**src/rtl/weight_fetch_arbiter.sv**
```systemverilog
// Round-robin arbiter that fetches 512-bit weight lines from host memory for
// the RDN and DNN engines, with one outstanding memory read at a time.
module weight_fetch_arbiter (
  input  logic             clk,
  input  logic             rst_n,
  input  logic             fetch_start,
  input  logic [31:0]      rdn_base_addr,
  input  logic [31:0]      dnn_base_addr,
  input  logic [15:0]      rdn_num_lines,
  input  logic [15:0]      dnn_num_lines,
  input  logic             rdn_mem_req,
  input  logic             dnn_mem_req,
  output logic             mem_rd_req,
  output logic [31:0]      mem_rd_addr,
  input  logic             mem_rd_rdy,
  input  logic             mem_rd_vld,
  input  logic [511:0]     mem_rd_data,
  output logic             rdn_load_weights,
  output logic             dnn_load_weights,
  output logic             weight_mem_ready,
  output logic [7:0][63:0] rdn_weight_data,
  output logic [7:0][63:0] dnn_weight_data,
  output logic             rdn_done,
  output logic             dnn_done
);

  typedef enum logic [1:0] {StIdle, StIssue, StWait, StDeliver} state_e;

  state_e       state_q, state_d;
  logic [31:0]  rdn_base_q, rdn_base_d, dnn_base_q, dnn_base_d;
  logic [31:0]  addr_q, addr_d;
  logic [15:0]  rdn_num_q, rdn_num_d, dnn_num_q, dnn_num_d;
  logic [15:0]  rdn_cnt_q, rdn_cnt_d, dnn_cnt_q, dnn_cnt_d;
  logic         rdn_done_q, rdn_done_d, dnn_done_q, dnn_done_d;
  logic         last_dnn_q, last_dnn_d;
  logic         gnt_dnn_q, gnt_dnn_d;
  logic [511:0] rdn_data_q, rdn_data_d, dnn_data_q, dnn_data_d;

  logic         rdn_elig, dnn_elig, pick_dnn;
  logic [15:0]  rdn_cnt_inc, dnn_cnt_inc;

  assign rdn_elig    = rdn_mem_req & ~rdn_done_q;
  assign dnn_elig    = dnn_mem_req & ~dnn_done_q;
  // On a tie, grant whichever side was not granted last.
  assign pick_dnn    = dnn_elig & (~rdn_elig | ~last_dnn_q);
  assign rdn_cnt_inc = rdn_cnt_q + 16'd1;
  assign dnn_cnt_inc = dnn_cnt_q + 16'd1;

  always_ff @(posedge clk or negedge rst_n) begin
    if (!rst_n) begin
      state_q <= StIdle;
    end else begin
      state_q <= state_d;
    end
  end

  always_comb begin
    state_d = state_q;
    unique case (state_q)
      StIdle: begin
        if (!fetch_start && (rdn_elig || dnn_elig)) begin
          state_d = StIssue;
        end
      end
      StIssue: begin
        if (mem_rd_rdy) begin
          state_d = StWait;
        end
      end
      StWait: begin
        if (mem_rd_vld) begin
          state_d = StDeliver;
        end
      end
      StDeliver: state_d = StIdle;
      default:   state_d = StIdle;
    endcase
  end

  always_comb begin
    rdn_base_d = rdn_base_q;
    dnn_base_d = dnn_base_q;
    rdn_num_d  = rdn_num_q;
    dnn_num_d  = dnn_num_q;
    rdn_cnt_d  = rdn_cnt_q;
    dnn_cnt_d  = dnn_cnt_q;
    rdn_done_d = rdn_done_q;
    dnn_done_d = dnn_done_q;
    last_dnn_d = last_dnn_q;
    gnt_dnn_d  = gnt_dnn_q;
    addr_d     = addr_q;
    rdn_data_d = rdn_data_q;
    dnn_data_d = dnn_data_q;
    unique case (state_q)
      StIdle: begin
        if (fetch_start) begin
          rdn_base_d = rdn_base_addr;
          dnn_base_d = dnn_base_addr;
          rdn_num_d  = rdn_num_lines;
          dnn_num_d  = dnn_num_lines;
          rdn_cnt_d  = '0;
          dnn_cnt_d  = '0;
          rdn_done_d = (rdn_num_lines == 16'd0);
          dnn_done_d = (dnn_num_lines == 16'd0);
        end else if (rdn_elig || dnn_elig) begin
          gnt_dnn_d  = pick_dnn;
          last_dnn_d = pick_dnn;
          addr_d     = pick_dnn ? dnn_base_q + {10'd0, dnn_cnt_q, 6'd0}
                                : rdn_base_q + {10'd0, rdn_cnt_q, 6'd0};
        end
      end
      StWait: begin
        if (mem_rd_vld) begin
          if (gnt_dnn_q) begin
            dnn_data_d = mem_rd_data;
          end else begin
            rdn_data_d = mem_rd_data;
          end
        end
      end
      StDeliver: begin
        if (gnt_dnn_q) begin
          dnn_cnt_d  = dnn_cnt_inc;
          dnn_done_d = (dnn_cnt_inc == dnn_num_q);
        end else begin
          rdn_cnt_d  = rdn_cnt_inc;
          rdn_done_d = (rdn_cnt_inc == rdn_num_q);
        end
      end
      default: ;
    endcase
  end

  always_ff @(posedge clk or negedge rst_n) begin
    if (!rst_n) begin
      rdn_base_q <= '0;
      dnn_base_q <= '0;
      rdn_num_q  <= '0;
      dnn_num_q  <= '0;
      rdn_cnt_q  <= '0;
      dnn_cnt_q  <= '0;
      rdn_done_q <= 1'b0;
      dnn_done_q <= 1'b0;
      last_dnn_q <= 1'b1;
      gnt_dnn_q  <= 1'b0;
      addr_q     <= '0;
      rdn_data_q <= '0;
      dnn_data_q <= '0;
    end else begin
      rdn_base_q <= rdn_base_d;
      dnn_base_q <= dnn_base_d;
      rdn_num_q  <= rdn_num_d;
      dnn_num_q  <= dnn_num_d;
      rdn_cnt_q  <= rdn_cnt_d;
      dnn_cnt_q  <= dnn_cnt_d;
      rdn_done_q <= rdn_done_d;
      dnn_done_q <= dnn_done_d;
      last_dnn_q <= last_dnn_d;
      gnt_dnn_q  <= gnt_dnn_d;
      addr_q     <= addr_d;
      rdn_data_q <= rdn_data_d;
      dnn_data_q <= dnn_data_d;
    end
  end

  always_comb begin
    mem_rd_req       = (state_q == StIssue);
    rdn_load_weights = (state_q == StDeliver) && !gnt_dnn_q;
    dnn_load_weights = (state_q == StDeliver) && gnt_dnn_q;
    weight_mem_ready = (state_q == StDeliver);
  end

  assign mem_rd_addr     = addr_q;
  assign rdn_weight_data = rdn_data_q;
  assign dnn_weight_data = dnn_data_q;
  assign rdn_done        = rdn_done_q;
  assign dnn_done        = dnn_done_q;

endmodule

```
**config.mk**
```make
export PLATFORM = sky130hd
export DESIGN_NAME = weight_fetch_arbiter
export DESIGN_NICKNAME = d
export VERILOG_FILES = /design/src/rtl/weight_fetch_arbiter.sv
export SDC_FILE = /design/constraint.sdc
export NUM_CORES = 1
export LEC_CHECK = 0
export ABC_AREA = 1
export BUFFER_PORTS_ARGS = -buffer_cell sky130_fd_sc_hd__clkbuf_2
export CAP_MARGIN = 20
export CORE_AREA = 2 2 647 649
export CTS_BUF_LIST = sky130_fd_sc_hd__clkbuf_16
export DETAILED_ROUTE_END_ITERATION = 8
export DIE_AREA = 0 0 649 651
export PLACE_DENSITY_LB_ADDON = 0.2
export SLEW_MARGIN = 20
export SYNTH_ARGS = -nofsm -noshare
export SYNTH_HDL_FRONTEND = slang
export SYNTH_SLANG_ARGS = --single-unit
```
**constraint.sdc**
```tcl
create_clock -name clk -period 5.3 [get_ports clk]
set_clock_uncertainty 0.15 [all_clocks]
set_input_delay 0.53 -clock clk [delete_from_list [all_inputs] [get_ports clk]]
set_output_delay 0.53 -clock clk [all_outputs]
set_load 0.03 [all_outputs]
```
# Word level (Yosys, flattened, before mapping)
# Index checks and enable logic that the tools add are counted.
[totals] register_bits=1190 inputBits=615 out_inout_bits=1062 wordCells=72
[op_classes] addsub=4 eq_ne=11 muxes=16 bitwise_logic=10 n_reduce_logical=17
[op_table] cell="$add 32x22->32" count=2
[op_table] cell="$pmux 16 s2" count=2
[op_table] cell="$mux 16" count=3
[op_table] cell="$add 16x1->16 const B" count=2
[op_table] cell="$eq 16x16->1" count=2
[op_table] cell="$logic_not 16->1" count=2
[op_table] cell="$mux 32" count=1
[op_table] cell="$reduce_and 3->1" count=6
[op_table] cell="$ne 2x2->1 const B" count=4
[op_table] cell="$pmux 2 s4" count=1
[op_table] cell="$mux 2" count=3
[op_table] cell="$not 1->1" count=6
[op_table] cell="$eq 2x2->1 const B" count=2
[op_table] cell="$mux 1" count=4
[op_table] cell="$ne 2x1->1 const B" count=2
[op_table] cell="$pmux 1 s2" count=2
[op_table] cell="$and 1x1->1" count=3
[op_table] cell="$logic_and 1x1->1" count=3
[op_table] cell="$eq 2x1->1 const B" count=1
[op_table] cell="$logic_not 1->1" count=2
[op_table] cell="$logic_not 2->1" count=1
[op_table] cell="$reduce_and 2->1" count=1
[op_table] cell="$reduce_bool 2->1" count=1
[op_table] cell="$logic_or 1x1->1" count=1
[op_table] cell="$or 1x1->1" count=1

# Longest topological paths before layout
# Gate-level depths: netlist of the first run.
[logic_depth] depth_word=6 depth_mapped=15 depth_no_buf=15

# Worst setup path after synthesis of the first run
# No wires, ideal clock.
[synth_timing] kind="register -> register" from="reg state_q[0]" to="reg rdn_cnt_q[10]" arrival_ns=1.999 required_time_ns=5.010 path_slack_ns=3.011 path_stages_with_launch=8 synth_period_minus_slack_ns=2.289 cell_sequence="dfrtp_1 -> ha_1 -> inv_1 -> nor2_1 -> nand2_1 -> nand2_1 -> buf_2 -> o22ai_1"
[synth_via] elab_chain_len=3 elab_cells_between_ends=7 cone_classes="3 x eq/ne; 1 x mux; 3 x reduce/logical"
[synth_lines] element="from (decl)" line="29" rtl="state_e state_q, state_d;"
[synth_lines] element="from (signal assigned)" line="51" rtl="state_q <= StIdle;"
[synth_lines] element="from (signal assigned)" line="53" rtl="state_q <= state_d;"
[synth_lines] element="$eq 2x2->1 *"
[synth_lines] element="named net weight_mem_ready" line="20" rtl="output logic weight_mem_ready,"
[synth_lines] element="$ne 2x2->1 (no line) / $reduce_bool 2->1 (equally long branches)"
[synth_lines] element="$reduce_and 3->1 (no line)"
[synth_lines] element="to (signal assigned)" line="154" rtl="rdn_cnt_q <= rdn_cnt_d;"
[synth_lines] element="to (decl)" line="33" rtl="logic [15:0] rdn_cnt_q, rdn_cnt_d, dnn_cnt_q, dnn_cnt_d;"
# Mark *: on every way through the listed nets, which the timed path passes. The rest lies on a longest branch.
# A chain may end at the register's enable or synchronous reset.

# Worst setup path after layout of the first run
[layout_timing] from="reg state_q[0]" to="reg dnn_done_q (netlist: dnn_done)"
[layout_via] elab_chain_len=3 elab_cells_between_ends=7 cone_classes="3 x eq/ne; 1 x mux; 3 x reduce/logical"
[layout_lines] element="$eq 2x2->1 / $logic_not 2->1 (equally long branches)" line="94" rtl="unique case (state_q)"
[layout_lines] element="$ne 2x1->1 (no line) (tied with other cells)"
[layout_lines] element="$reduce_and 3->1 (no line)"
[layout_lines] element="to (signal assigned)" line="157" rtl="dnn_done_q <= dnn_done_d;"
[layout_lines] element="to (decl)" line="34" rtl="logic rdn_done_q, rdn_done_d, dnn_done_q, dnn_done_d;"
# Several ways; a longest one is shown, not always the timed one.

==> results.yml, run 1 <==
cells_and_area:
  design_area_um2: 74050
  fin_util: 0.1782
  fillCellCount: 47070
  layout-drive-gt1-share: 0.2584
  nNetsFinal: 8229
  syn2layout_area_growth_pct: 54.72
sta:
  fin_tns_setup_ns: 0
  drv_slew: 0
  setup_viol: 0
  layout_setup_ws_ns: 2.266
  period_needed_ns: 3.034
  period_share: 0.5725
  tightest_slew_ns: 0.9835
  finalHoldViolCount: 0
  slew_headroom: 0.3443
  rsz0062_at_grt: "false"
  fmax_mhz: 329.6
critical_path:
  endpoint_kind: "flip-flop"
  cp-start-kind: "flip-flop"
  required_ns: 5.93
  arrival_ns: 3.67
  rrSetupSlack_ns: 2.27
  path_max_fanout: 53
  criticalPathCategory: "flip-flop to flip-flop"
power:
  pwr-share-seq: 0.321
  clockPowerShare: 0.218
  peakVddDrop_mv: 0.3523
  power.density_nw_per_um2: 673.2
  power_frac_comb: 0.460
  power.switching_mw: 25.15
  cellLeakagePower_nw: 37.85
  p_int_mw: 24.70
  swShare: 0.5045
drt:
  vias_per_cell: 3.424
  vias: 45190
  route.detailed.drc: 0
  drt-initial-drc-count: 2849
  dr.pass1.iters: 5
  routedWlPerCell_um: 23.11
  ant_nets: 0
  routed_wl_um: 305000
global_route:
  grt_start_max_net_pins: 180
  antenna_found_initial: 20
  grt_pass1_wl_um: 409600
  grt_overflow: 0
  grtUsageTotal: 0.1397
  grt_pass1_vias: 46850
synth:
  yosysTopAreaCell: "dfrtp_1"
  synth_edf_count: 0
  netlist_area_um2: 47860
  post-synth-top-count-cell: "nand2_1"
  synth-seq-cells: 1190
  synth_ff_type: "dfrtp_1"
  ys_seq_area_frac: 0.6222
  syn_avg_cell_area_um2: 8.997
  synthTopCellsByCount: "nand2_1 (1,618), dfrtp_1 (1,189), o21ai_0 (1,113), inv_1 (661), clkbuf_1 (163)"
  yosysWarnings: 0
  syn-num-nets: 5975
  yosys.area.top_type_share: 0.6217
  synthArstFlopShare: 1.000
  synth_cell_types: 38
  yosys-top-cells-area: "dfrtp_1 (62%), nand2_1 (13%), o21ai_0 (12%), inv_1 (5.2%), clkbuf_1 (1.3%)"
  syn-instance-count: 5320
floorplanning:
  rows: 237
  fp.coreArea_um2: 415400
  die_y_um: 651
  io-pin-count: 1677
  fp.dieW_um: 649
  die_area_um2: 422500
  start_util: 0.1152
run_status:
  status: "finished clean"
clocking:
  cts_buffer_depth: 4
  cts_tree: "built"
  root_buffer: "clkbuf_16"
  cts_sinks: 1190
  clk_latency_ns: 0.84
  path_clk_slew_ns: 0.06
  cts_made_buffers: 162
  cts_setup_buffers: 0
  cts.htree.levels: 4
run:
  cap_violations: 0
place:
  port-buffer-count: 1676
  hpwl_um: 251800
  placed_area_um2: 62920
  gp_congestion: 0.8989
  dp_worst_setup_slack_ns: 2.237
worst_hold_path:
  hp-class: "primary input to flip-flop"
state kept, by name (all words and copies together), names as in the netlist:
signal           cells
rdn_weight_data    512
dnn_weight_data    512
dnn_num_q           16
rdn_num_q           16
dnn_done             1
rdn_base_q          32
dnn_cnt_q           16
state_q              2
gnt_dnn_q            1
mem_rd_addr         32
dnn_base_q          32
rdn_cnt_q           16
rdn_done             1
last_dnn_q           1
area by class of cell:
type                       instances  area (µm²)  share of cell area
antenna                            5       12.51           0.0001690
clock buffer                     163        4079             0.05508
clock inverter                   124       968.4             0.01308
inverter                         663        2490             0.03362
multi-input combinational       3202       14520              0.1961
sequential                      1190       29780              0.4022
tap                             5497        6878             0.09288
timing repair buffer            2355       15320              0.2069
what timing repair did:
item / in CTS / in global routing
gates resized for setup: 0 / 0
endpoints found under the hold margin: 1265 / 0
hold buffers: 607 / 0
power groups by stage:
stage               clock, mW  combinational [mW]  sequential (mW)
floorplan                   0                5.55             22.4
global placement            0                23.3             16.0
detailed placement          0                23.4             16.1
CTS                      11.4                23.8             16.0
global route             11.7                24.9             16.5
finish                   10.9                23.0             16.0
per-layer routing:
metal	routed length, µm	up-vias	track usage
met5	33	-	0
met4	7093	6	0.03118
met3	25180	276	0.04885
met2	150500	1364	0.2445
met1	122200	22170	0.1628
li1	-	21380	-
critical path, cell delays in order, from the launching register on:
cell      delay (ns)
dfrtp_1         0.38
inv_1           0.10
ha_1            0.26
nand2_2         0.09
clkinv_2        0.57
nand2_1         0.52
nand2_1         0.47
o21ai_0         0.24
inv_1           0.08
a21oi_2         0.13
cell families after synthesis:
| family | count (synthesis) | synth area share |
|---|---|---|
| AO/OA/AOI/OAI | 1233 | 0.1300 |
| adder cells (fa/ha/maj) | 40 | 0.01077 |
| XOR/XNOR | 19 | 0.004627 |
| flip-flops | 1190 | 0.6222 |
| buffers and inverters | 928 | 0.07531 |
| AND/OR/NAND/NOR | 1910 | 0.1571 |
worst paths after layout:
path	cells past startpoint	start	to
setup / recovery	9	state_q[0]$_DFFE_PN0P_	dnn_done$_DFFE_PN0P_
hold / removal	3	mem_rd_data[222]	rdn_weight_data[222]$_DFFE_PN0P_
setup reg to reg	9	state_q[0]$_DFFE_PN0P_	dnn_done$_DFFE_PN0P_
hold reg to reg	2	last_dnn_q$_DFFE_PN1P_	last_dnn_q$_DFFE_PN1P_
max in group asynchronous	4	rst_n	rdn_weight_data[15]$_DFFE_PN0P_
min in group asynchronous	2	rst_n	gnt_dnn_q$_DFFE_PN0P_
placed cells by master, fill, tap and decap left out, types with 12 or more instances in the layout:
cell type	Yosys	final
xor2_1	14	14
o21ai_0	1113	1113
bufinv_16	0	12
buf_4	1	48
inv_1	661	689
dlygate4sd3_1	0	607
clkinv_1	1	50
dfrtp_1	1189	1189
a21oi_1	81	81
nand3_1	114	112
clkbuf_16	0	163
clkinv_2	0	17
nor2_1	100	100
ha_1	38	38
nand4_1	25	25
o22ai_1	21	21
nand2_1	1618	1617
clkbuf_2	0	1675
buf_12	0	25
through the flow:
stage | power [mW] | hold slack [ns] | cells
finish | 49.85 | 0.07024 | 13200
global route | 53.15 | 0.06549 | 13200
CTS | 51.27 | 0.009230 | 13190
detailed placement | 39.51 | 0.3152 | 12300
global placement | 39.37 | 0.3115 | 12300
floorplan | 27.99 | 0.08441 | 5320
(Power assumes the default switching activity.)
==> run 2, diff against run 1 <==
Clock period 5.3 ns to 3.17 ns, I/O delays scaled along.
==> results.yml, run 2 (same netlist as run 1, synthesis figures left out) <==
clocking:
  cts_setup_buffers: 0
  clk_latency_ns: 0.85
  cts_tree: "built"
  root_buffer: "clkbuf_16"
  cts_sinks: 1190
  cts_buffer_depth: 4
  cts_made_buffers: 162
  path_clk_slew_ns: 0.06
  cts.htree.levels: 4
drt:
  dr.pass1.iters: 6
  route.detailed.drc: 0
  vias: 45910
  routed_wl_um: 306600
  vias_per_cell: 3.456
  routedWlPerCell_um: 23.08
  drt-initial-drc-count: 3013
  ant_nets: 0
sta:
  drv_slew: 0
  finalHoldViolCount: 0
  slew_headroom: 0.3990
  period_share: 0.7920
  rsz0062_at_grt: "false"
  fmax_mhz: 398.3
  period_needed_ns: 2.511
  setup_viol: 0
  layout_setup_ws_ns: 0.6595
  fin_tns_setup_ns: 0
  tightest_slew_ns: 0.9015
critical_path:
  arrival_ns: 2.04
  slowest_stage: "dfrtp_1"
  required_ns: 2.70
  cp.buffers_inverters: 2
  cp-start-kind: "flip-flop"
  crit_chain: "ha_1 -> inv_1 -> nor2_1 -> clkbuf_2"
  endpoint_kind: "primary output"
  critical_path.top_delay_family: "buffers and inverters"
  max_stage_delay_ns: 0.37
  path_max_fanout: 4
  criticalPathCategory: "flip-flop to primary output"
worst_hold_path:
  hp-class: "primary input to asynchronous set/reset pin"
global_route:
  grt_pass1_wl_um: 410900
  grtUsageTotal: 0.1402
  grt_overflow: 0
  grt_start_max_net_pins: 111
  grt_pass1_vias: 46860
  antenna_found_initial: 30
floorplanning:
  start_util: 0.1152
  io-pin-count: 1677
  rows: 237
  fp.dieW_um: 649
  die_y_um: 651
  die_area_um2: 422500
  fp.coreArea_um2: 415400
power:
  pwr-share-seq: 0.320
  power.switching_mw: 42.31
  power.density_nw_per_um2: 1116
  power_frac_comb: 0.466
  clockPowerShare: 0.214
  cellLeakagePower_nw: 38.29
  swShare: 0.5061
  peakVddDrop_mv: 0.4833
  p_int_mw: 41.29
place:
  dp_worst_setup_slack_ns: 0.6876
  hpwl_um: 253800
  gp_congestion: 0.9095
  port-buffer-count: 1676
cells_and_area:
  syn2layout_area_growth_pct: 56.58
  fin_util: 0.1804
  layout-drive-gt1-share: 0.2614
  final_common_cell: "clkbuf_2"
  nNetsFinal: 8308
  final_cell_mix: "clkbuf_2 (1,675), nand2_1 (1,617), dfrtp_1 (1,189)"
run:
  cap_violations: 0
run_status:
  status: "finished clean"
==> run 2: worst paths after layout <==
path	start	to	slack (ns)	cells past startpoint
min in group clk	rdn_base_addr[18]	rdn_base_q[18]$_DFFE_PN0P_	0.10	4
min	rst_n	rdn_base_q[31]$_DFFE_PN0P_	0.10	3
max	state_q[0]$_DFFE_PN0P_	rdn_load_weights	0.66	4
min reg2reg	dnn_weight_data[253]$_DFFE_PN0P_	dnn_weight_data[253]$_DFFE_PN0P_	0.33	2
max in group asynchronous	rst_n	rdn_weight_data[311]$_DFFE_PN0P_	1.81	5
max reg2reg	dnn_cnt_q[4]$_DFFE_PN0P_	mem_rd_addr[21]$_DFFE_PN0P_	0.72	12
==> run 2: layout make-up <==
class,instances,area (µm²)
inverter,663,2490
tap,5497,6878
antenna,11,27.53
clock inverter,124,920.9
clock buffer,163,4079
sequential,1190,29780
multi-input combinational,3202,14510
fill,46980,340500
timing repair buffer,2434,16260
==> run 2: worst register-to-register path, cell delays in order, from the launching register on <==
cell     delay [ns]
dfrtp_1        0.51
ha_1           0.42
a21oi_1        0.12
or2_2          0.30
nand3_2        0.13
inv_1          0.05
nor2_1         0.12
nor2_1         0.05
nand2_1        0.05
nand3_1        0.21
nand2_1        0.14
nand2_1        0.06
nand2_1        0.07
==> run 2: timing repair <==
item	4_1_cts	5_1_grt
hold endpoints to repair	2093	0
hold buffers	649	0
gates resized for setup	0	0
==> run 2: power by group through the flow <==
stage	Sequential [mW]	Combinational (mW)	Clock, mW
after floorplan	37.5	9.27	0
after global placement	26.8	39.5	0
after detailed placement	26.9	39.6	0
after CTS	26.7	40.4	18.7
after global routing	27.6	42.3	19.3
final	26.7	39.0	17.9
==> run 2: through the flow <==
stage	cell area (µm²)	total power [mW]	hold WS [ns]	cells
global placement	63400	66.30	0.1111	12340
finish	74940	83.60	0.1028	13280
floorplan	47860	46.80	-0.1286	5320
CTS	74910	85.87	0.0001216	13270
detailed placement	63400	66.47	0.1107	12340
global route	74920	89.18	0.06383	13280
==> run 2: layer usage <==
metal,wire length [µm],global-route usage,vias up
met3,32570,0.06404,319
li1,-,-,21560
met5,27,0,-
met4,11210,0.04694,4
met1,116000,0.1554,22470
met2,146800,0.2368,1559
